File: src/rtl/brc_pkg.sv
// rtl/brc_pkg.sv - shared types for the iterative branch comparator
package brc_pkg;

    typedef enum logic [2:0] {
        BR_BEQ  = 3'b000,
        BR_BNE  = 3'b001,
        BR_BLT  = 3'b100,
        BR_BGE  = 3'b101,
        BR_BLTU = 3'b110,
        BR_BGEU = 3'b111
    } br_funct3_e;

    typedef enum logic [1:0] {
        ST_IDLE = 2'd0,
        ST_BUSY = 2'd1,
        ST_DONE = 2'd2
    } brc_state_e;

endpackage

File: src/rtl/brc_chunk_sub.sv
// rtl/brc_chunk_sub.sv - one CHUNK-bit slice of a + ~b + cin
module brc_chunk_sub #(
    parameter int CHUNK = 8
) (
    input  logic [CHUNK-1:0] i_a,
    input  logic [CHUNK-1:0] i_b,
    input  logic             i_cin,
    output logic [CHUNK-1:0] o_diff,
    output logic             o_cout
);

    logic [CHUNK:0] sum;

    assign sum    = {1'b0, i_a} + {1'b0, ~i_b} + {{CHUNK{1'b0}}, i_cin};
    assign o_diff = sum[CHUNK-1:0];
    assign o_cout = sum[CHUNK];

endmodule

File: src/rtl/brc_iter.sv
// rtl/brc_iter.sv - chunk-serial branch comparator (BEQ/BNE/BLT/BGE/BLTU/BGEU)
module brc_iter
    import brc_pkg::*;
#(
    parameter int WIDTH = 32,
    parameter int CHUNK = 8
) (
    input  logic             i_clk,
    input  logic             i_reset,
    input  logic             i_valid,
    output logic             o_ready,
    input  logic [WIDTH-1:0] i_rs1_data,
    input  logic [WIDTH-1:0] i_rs2_data,
    input  logic [2:0]       i_funct3,
    output logic             o_valid,
    input  logic             i_ready,
    output logic             o_less,
    output logic             o_equal,
    output logic             o_taken,
    output logic             o_illegal
);

    localparam int NCHUNK = WIDTH / CHUNK;
    localparam int CW     = (NCHUNK > 1) ? $clog2(NCHUNK) : 1;

    brc_state_e       state_q, state_d;
    logic [WIDTH-1:0] rs1_q, rs1_d, rs2_q, rs2_d;
    logic [2:0]       funct3_q, funct3_d;
    logic             carry_q, carry_d;
    logic [CHUNK-1:0] acc_q, acc_d;
    logic [CW-1:0]    cnt_q, cnt_d;
    logic             less_q, less_d, equal_q, equal_d;
    logic             taken_q, taken_d, illegal_q, illegal_d;

    logic [WIDTH-1:0] rs1_shr, rs2_shr;
    logic [CHUNK-1:0] a_chunk, b_chunk, diff_chunk, acc_next;
    logic             chunk_cout, last_chunk, overflow, less_now, equal_now;

    // Operands shift right each BUSY cycle so the current chunk always sits at bit 0.
    generate
        if (NCHUNK > 1) begin : g_shift
            assign rs1_shr = {{CHUNK{1'b0}}, rs1_q[WIDTH-1:CHUNK]};
            assign rs2_shr = {{CHUNK{1'b0}}, rs2_q[WIDTH-1:CHUNK]};
        end else begin : g_noshift
            assign rs1_shr = rs1_q;
            assign rs2_shr = rs2_q;
        end
    endgenerate

    assign a_chunk    = rs1_q[CHUNK-1:0];
    assign b_chunk    = rs2_q[CHUNK-1:0];
    assign last_chunk = (cnt_q == CW'(NCHUNK - 1));

    brc_chunk_sub #(.CHUNK(CHUNK)) u_chunk (
        .i_a    (a_chunk),
        .i_b    (b_chunk),
        .i_cin  (carry_q),
        .o_diff (diff_chunk),
        .o_cout (chunk_cout)
    );

    // On the last chunk the bit-0-aligned slice holds the operand and difference MSBs.
    assign acc_next  = acc_q | (a_chunk ^ b_chunk);
    assign equal_now = ~|acc_next;
    assign overflow  = (a_chunk[CHUNK-1] ^ b_chunk[CHUNK-1]) & (diff_chunk[CHUNK-1] ^ a_chunk[CHUNK-1]);
    assign less_now  = funct3_q[1] ? ~chunk_cout : (diff_chunk[CHUNK-1] ^ overflow);

    always_ff @(posedge i_clk) begin
        if (i_reset) begin
            state_q <= ST_IDLE;
        end else begin
            state_q <= state_d;
        end
    end

    always_comb begin
        state_d = state_q;
        case (state_q)
            ST_IDLE: if (i_valid)    state_d = ST_BUSY;
            ST_BUSY: if (last_chunk) state_d = ST_DONE;
            ST_DONE: if (i_ready)    state_d = ST_IDLE;
            default:                 state_d = ST_IDLE;
        endcase
    end

    always_comb begin
        o_ready = (state_q == ST_IDLE);
        o_valid = (state_q == ST_DONE);
    end

    always_comb begin
        rs1_d     = rs1_q;
        rs2_d     = rs2_q;
        funct3_d  = funct3_q;
        carry_d   = carry_q;
        acc_d     = acc_q;
        cnt_d     = cnt_q;
        less_d    = less_q;
        equal_d   = equal_q;
        taken_d   = taken_q;
        illegal_d = illegal_q;
        if (state_q == ST_IDLE && i_valid) begin
            rs1_d    = i_rs1_data;
            rs2_d    = i_rs2_data;
            funct3_d = i_funct3;
            carry_d  = 1'b1;
            acc_d    = '0;
            cnt_d    = '0;
        end else if (state_q == ST_BUSY) begin
            rs1_d   = rs1_shr;
            rs2_d   = rs2_shr;
            carry_d = chunk_cout;
            acc_d   = acc_next;
            cnt_d   = cnt_q + CW'(1);
            if (last_chunk) begin
                less_d    = less_now;
                equal_d   = equal_now;
                illegal_d = (funct3_q[2:1] == 2'b01);
                case (funct3_q)
                    BR_BEQ:           taken_d = equal_now;
                    BR_BNE:           taken_d = ~equal_now;
                    BR_BLT, BR_BLTU:  taken_d = less_now;
                    BR_BGE, BR_BGEU:  taken_d = ~less_now;
                    default:          taken_d = 1'b0;
                endcase
            end
        end
    end

    always_ff @(posedge i_clk) begin
        if (i_reset) begin
            rs1_q     <= '0;
            rs2_q     <= '0;
            funct3_q  <= '0;
            carry_q   <= 1'b1;
            acc_q     <= '0;
            cnt_q     <= '0;
            less_q    <= 1'b0;
            equal_q   <= 1'b0;
            taken_q   <= 1'b0;
            illegal_q <= 1'b0;
        end else begin
            rs1_q     <= rs1_d;
            rs2_q     <= rs2_d;
            funct3_q  <= funct3_d;
            carry_q   <= carry_d;
            acc_q     <= acc_d;
            cnt_q     <= cnt_d;
            less_q    <= less_d;
            equal_q   <= equal_d;
            taken_q   <= taken_d;
            illegal_q <= illegal_d;
        end
    end

    assign o_less    = less_q;
    assign o_equal   = equal_q;
    assign o_taken   = taken_q;
    assign o_illegal = illegal_q;

endmodule

File: config.mk
export PLATFORM = sky130hd
export DESIGN_NAME = brc_iter
export DESIGN_NICKNAME = d
export VERILOG_FILES = /design/src/rtl/brc_pkg.sv /design/src/rtl/brc_chunk_sub.sv /design/src/rtl/brc_iter.sv
export SDC_FILE = /design/constraint.sdc
export NUM_CORES = 1
export LEC_CHECK = 0
export CAP_MARGIN = 20
export CORE_ASPECT_RATIO = 1.1
export CORE_UTILIZATION = 28
export DETAILED_ROUTE_END_ITERATION = 8
export HOLD_SLACK_MARGIN = 0.06
export PLACE_DENSITY = 0.5
export REMOVE_ABC_BUFFERS = 1
export SLEW_MARGIN = 20
export SYNTH_ARGS = -nofsm -noshare
export SYNTH_HDL_FRONTEND = slang
export SYNTH_SLANG_ARGS = --single-unit
File: constraint.sdc
create_clock -name i_clk -period 2.57 [get_ports i_clk]
set_clock_uncertainty 0.15 [all_clocks]
set_input_delay 0.514 -clock i_clk [delete_from_list [all_inputs] [get_ports i_clk]]
set_output_delay 0.514 -clock i_clk [all_outputs]
set_load 0.005 [all_outputs]
# After elaboration in Yosys (flattened, before gate mapping)

Cells that the tools add are included.

Latch bits: 0
ROM bits: 0
Bits in registers: 84
RAM bits: 0
Output and inout port bits: 6
Input bits: 71
Memories: 0
Word-level logic and storage cells: 57

Mux-type cells: 10
Multiply operators: 0
Shifts and indexed selects: 0
Reduce and logical (&&, ||, !) cells: 11
Div/mod/pow operators: 0
$lt $le $gt $ge: 0
$add $sub $neg: 3
Bitwise gates (word level): 10
Eq/ne operators: 12

Operator list:

| kind                | number |
|---|---|
| $mux 32             | 4 |
| $eq 3x3->1 const B  | 4 |
| $add 8x8->9         | 1 |
| $add 9x1->9         | 1 |
| $not 8->8           | 1 |
| $or 8x8->8          | 1 |
| $reduce_or 8->1     | 1 |
| $xor 8x8->8         | 1 |
| $mux 2              | 3 |
| $pmux 2 s3          | 1 |
| $reduce_and 3->1    | 2 |
| $reduce_or 2->1     | 3 |
| $eq 2x1->1 const B  | 2 |
| $eq 2x2->1 const B  | 2 |
| $ne 2x2->1 const B  | 2 |
| $pmux 1 s4          | 1 |
| $eq 3x1->1 const B  | 1 |
| $logic_not 3->1     | 1 |
| $not 1->1           | 3 |
| $xor 1x1->1         | 3 |
| $add 2x1->2 const B | 1 |
| $logic_not 2->1     | 1 |
| $ne 2x1->1 const B  | 1 |
| $reduce_bool 2->1   | 1 |
| 4 further kinds     | 4 |

# Logic depth before layout (Yosys ltp)

Depth in word-level cells: 9
Depth in mapped cells: 12
Gate-level depth less buffers: 12

# Modules after synthesis

Synthesis repeated with hierarchy kept, for this count alone.

Cell total of the unflattened synthesis: 442
Area, all modules: 3677.3 sq um

By module, submodules not included:

| module        | area an instance (sq um) | cells each | instances | sequential area each (sq um) |
|---|---|---|---|---|
| brc_iter      | 3311.9                   | 392        | 1         | 1681.6 |
| brc_chunk_sub | 365.4                    | 50         | 1         | 0.0 |

# Least setup slack after synthesis

Ideal clock, no wire load.

Path type: register -> register
From: reg rs2_q[3]
To: reg taken_q (netlist: o_taken)
Setup time: 136 ps
Buffers on the path: 0
Arrival: 2251 ps
Clock period less this slack: 2537 ps
Cell stages (with the launch flop): 13
Slack: 33 ps
Required time: 2284 ps
Path through: dfxtp_1 > inv_1 > ha_1 > nand2_1 > o21ai_0 > a21o_1 > a21oi_1 > o21a_1 > fa_1 > nor4b_1 > nor3_2 > o221ai_2 > a221oi_2

Word-level cells in the longest chain between the ends: 9
Elaborated cells on any way between the ends: 14
Those cells by class: add/sub (2); mux (2); bitwise (8); reduce/logical (2)

Ends and longest elaborated chain:

| element                | line                | text |
|---|---|---|
| from (decl)            | brc_iter.sv:27      | `logic [WIDTH-1:0] rs1_q, rs1_d, rs2_q, rs2_d;` |
| from (signal assigned) | brc_iter.sv:144     | `rs2_q <= rs2_d;` |
| $not 8->8              | brc_chunk_sub.sv:14 | `assign sum = {1'b0, i_a} + {1'b0, ~i_b} + {{CHUNK{1'b0}}, i_cin};` |
| $add 8x8->9            | brc_chunk_sub.sv:14 |  |
| $add 9x1->9            | brc_chunk_sub.sv:14 |  |
| $xor 1x1->1            | brc_iter.sv:65      | `assign overflow = (a_chunk[CHUNK-1] ^ b_chunk[CHUNK-1]) & (diff_chunk[CHUNK-1] ^ a_chunk[CHUNK-1]);` |
| $and 1x1->1            | brc_iter.sv:65      |  |
| $xor 1x1->1            | brc_iter.sv:66      | `assign less_now = funct3_q[1] ? ~chunk_cout : (diff_chunk[CHUNK-1] ^ overflow);` |
| $mux 1                 | brc_iter.sv:66      |  |
| $not 1->1              | brc_iter.sv:123     | `BR_BGE, BR_BGEU: taken_d = ~less_now;` |
| $pmux 1 s4 (*)         | brc_iter.sv:119     | `case (funct3_q)` |
| to (signal assigned)   | brc_iter.sv:151     | `taken_q <= taken_d;` |
| to (decl)              | brc_iter.sv:33      | `logic taken_q, taken_d, illegal_q, illegal_d;` |

Every way passes the cells marked *; elsewhere a longest branch is shown, timed or not.
A chain may end at the register's enable or synchronous reset.

# Final worst setup path

From: reg rs2_q[1]
To: reg taken_q (netlist: o_taken)

Same word-level chain as after synthesis.

==> reports/results.txt <==
min cycle time layout = 2.45 ns
drt wl/cell = 13.7 um
worst slew pin tran = 0.579 ns
Max Slew Vio Count = 0
maximum VDD drop = 0.258 mV
hpwl dp = 5620 um
final setup margin = 0.124 ns
total grt overflow = 0
die area = 0.0130 mm^2
Synth area leader = dfxtp_1
worst-path maximum fanout = 3
register bit total from synthesis = 84
switching part of the total power = 25.6%
Final Non-Filler Cells = 634
First-pass DRT Iterations = 4
antenna diode count = 0
Reg-to-Reg End = o_taken
Placer Congestion = 0.724
leakage = 1.69 nW
Synth Cell Area = 0.00351 mm^2
largest net degree at the start of global routing = 52
first-pass GRT wire length = 14200 um
worst-skew pair later-pin latency = 0.33 ns
Post-CTS Hold Fix Bufs = 0
setup tns final = 0 ns
vias per cell = 4.91
final period utilization = 95.2%
P&R area growth vs syn = 34.2%
Synth area leaders = dfxtp_1 48%, a21oi_1 11%, a22oi_1 10%
post-placement cell area = 0.00442 mm^2
Post-Place Setup Slack = 0.0131 ns
DRC violations left = 0
Hold WC Path Type = register to register
I/O pins = 77
slowest stage delay, CP = 0.35 ns
Crit-path slowest cell = fa_2
post-CTS setup repair buffer count = 0
routed wire length = 8710 um
Final Hold Viols = 0
DR iter-0 viols = 135
share of cells above drive strength 1 = 8.75%
Nets = 557
TritonCTS clock tree = yes
initial antenna violation count = 0
clk sinks = 84
Int Power = 2.34 mW
CTS root buffer = clkbuf_16
Ys Warns = 0
antenna-violating nets left = 0
Relative slew margins = 61.4%
Max Clock Freq = 0.409 GHz
Core ar. = 0.0121 mm^2
clock transition at the registers of the reported paths = 0.06 ns
Comb pwr share = 17.0%
r2r worst-path depth = 10
# rows = 42
RSZ-0062 raised after global routing = no
IO buf count = 76
H-tree depth reported by CTS = 3
sequential-to-total area share from yosys stat = 47.8%
CP Capture Type = register
critical path endpoint = o_taken
instance count of the mapped netlist = 409
pwr dens = 667 mW/mm^2
DR vias = 3110
Placed Cells = 619
GRT Util Overall = 14.2%
worst-path cell chain = inv_1 -> ha_1 -> and4_4 -> a21o_1 -> a21oi_1 -> o21a_1 -> fa_2 -> nor2b_1 -> a21o_2 -> a221oi_2
clock power share = 37.7%
Yosys top cell area share = 47.8%
CP Data Arrival Time = 2.55 ns
critical path launch point type = register
Die Wd = 109 um
starting density of the core = 29.0%
Longest Clk Path Bufs = 2
Worst Setup SP = rs2_q[1]
fill count = 1269
Post-Layout Inst Area = 0.00472 mm^2
die height = 120 um
Syn Area/Cell = 8.59 um^2
vias in the first global route = 2892
Setup-failing EPs final = 0
Setup CP Type = register to register
Switch Pwr = 0.805 mW
status = finished clean
Max Cap Viol = 0
unique cell type count in the Yosys netlist = 40
Reg power frac = 45.3%
Worst EP required = 2.67 ns
Num CTS Buffers = 9
reg2reg start = rs2_q[1]
setup slack on the worst flop-to-flop path = 0.12 ns
==> cells by family after synthesis <==
kind of cell / after synthesis / synth area share, %
xor gates and xnor gates: 2 / 0.498
AOI/OAI and AO/OA: 143 / 25.9
and+or+nand+nor: 130 / 16.7
buffers and inverters: 39 / 5.02
adders and majority gates: 10 / 3.77
DFF: 84 / 47.8
muxes: 1 / 0.285
==> critical path, delay by kind of cell, from the launching register on <==
kind                     cells  cell delay [ns]
AO/OA/AOI/OAI                5             0.79
adder cells (fa/ha/maj)      2             0.66
AND/OR/NAND/NOR              2             0.40
flip-flops                   1             0.33
buffers and inverters        1             0.05
==> cell usage after synthesis <==
master,count
dfxtp_1,84
o211ai_1,1
nand4_1,1
nor2_2,1
xnor2_1,2
a211oi_1,2
and3_4,1
o221ai_2,1
nand2_1,76
nand3_1,17
a22oi_1,48
mux2i_1,1
clkbuf_1,13
nor2_4,1
nor3_2,1
ha_1,9
nor4_1,2
a21o_2,1
and4_4,1
buf_1,2
a221oi_2,1
a211oi_4,1
buf_2,12
nand2_2,1
and3_1,1
nand2b_1,3
nor2b_1,4
nor3_1,3
fa_1,1
o21bai_1,1
and2_1,1
buf_4,4
a21o_1,1
nor4b_1,1
o21ai_0,2
and4_1,1
inv_1,8
o21a_1,9
nor2_1,14
a21oi_1,75
==> per-stage QoR <==
stage	util [%]	hold WS (ns)	total power, mW
3_3_place_gp	36.4	0.293	1.97
3_5_place_dp	36.4	0.297	1.98
2_1_floorplan	-	0.280	1.73
4_1_cts	38.7	0.305	3.18
5_1_grt	38.9	0.324	3.32
6_report	38.9	0.302	3.15
==> routing by layer <==
layer  track usage [%]  routed length, um
met2              22.4               3960
met3              2.82                405
met5                 0                  0
met4              6.08                159
met1              18.8               4180
==> power by group through the flow <==
stage	Combinational, mW	Clock (mW)	Sequential (mW)
after floorplan	0.289	0	1.44
after global placement	0.522	0	1.45
after detailed placement	0.528	0	1.45
after CTS	0.533	1.22	1.42
after global routing	0.595	1.29	1.43
final	0.535	1.19	1.43
==> layout make-up <==
cell class	count	area [um^2]	area share, %
Clock inverter	2	10.0	0.212
Multi-Input combinational cell	286	1690	35.9
Clock buffer	13	260	5.52
Tap cell	154	193	4.08
Inverter	8	30.0	0.636
Sequential cell	84	1680	35.6
Timing Repair Buffer	87	851	18.0
==> worst min-delay path by stage <==
stage                         start        end  depth (start not counted)
after floorplan            rs2_q[0]   rs2_q[0]                          2
after global placement    rs2_q[12]  rs2_q[12]                          2
after detailed placement   rs2_q[4]   rs2_q[4]                          2
after CTS                  rs2_q[7]   rs2_q[7]                          2
after global routing      rs2_q[18]  rs2_q[18]                          2
final                     rs1_q[16]  rs1_q[16]                          2
==> flip-flops by register name, summed over array words and instances (netlist names) <==
| signal | cells |
|---|---|
| carry_q | 1 |
| funct3_q | 3 |
| o_illegal | 1 |
| cnt_q | 2 |
| o_less | 1 |
| acc_q | 8 |
| rs1_q | 32 |
| o_equal | 1 |
| state_q | 2 |
| rs2_q | 32 |
| o_taken | 1 |
==> what timing repair did <==
action	in CTS	in global routing
resized for setup	2	4
endpoints found under the setup margin	1	2
endpoints found under the hold margin	0	0
cloned	0	0
==> cells in the final DEF, fill, tap and decap left out, types with 3 or more instances in the layout <==
| cell type | count |
|---|---|
| ha_1 | 8 |
| clkdlybuf4s50_1 | 75 |
| o21a_1 | 9 |
| buf_4 | 10 |
| a22oi_1 | 48 |
| clkbuf_16 | 9 |
| nand2_1 | 76 |
| nand2b_1 | 3 |
| nand3_1 | 17 |
| nor3_1 | 3 |
| nor2b_1 | 3 |
| nor2_1 | 14 |
| dfxtp_1 | 84 |
| a21oi_1 | 75 |
| inv_1 | 8 |
Note: power is estimated with default switching activity, not from simulation.
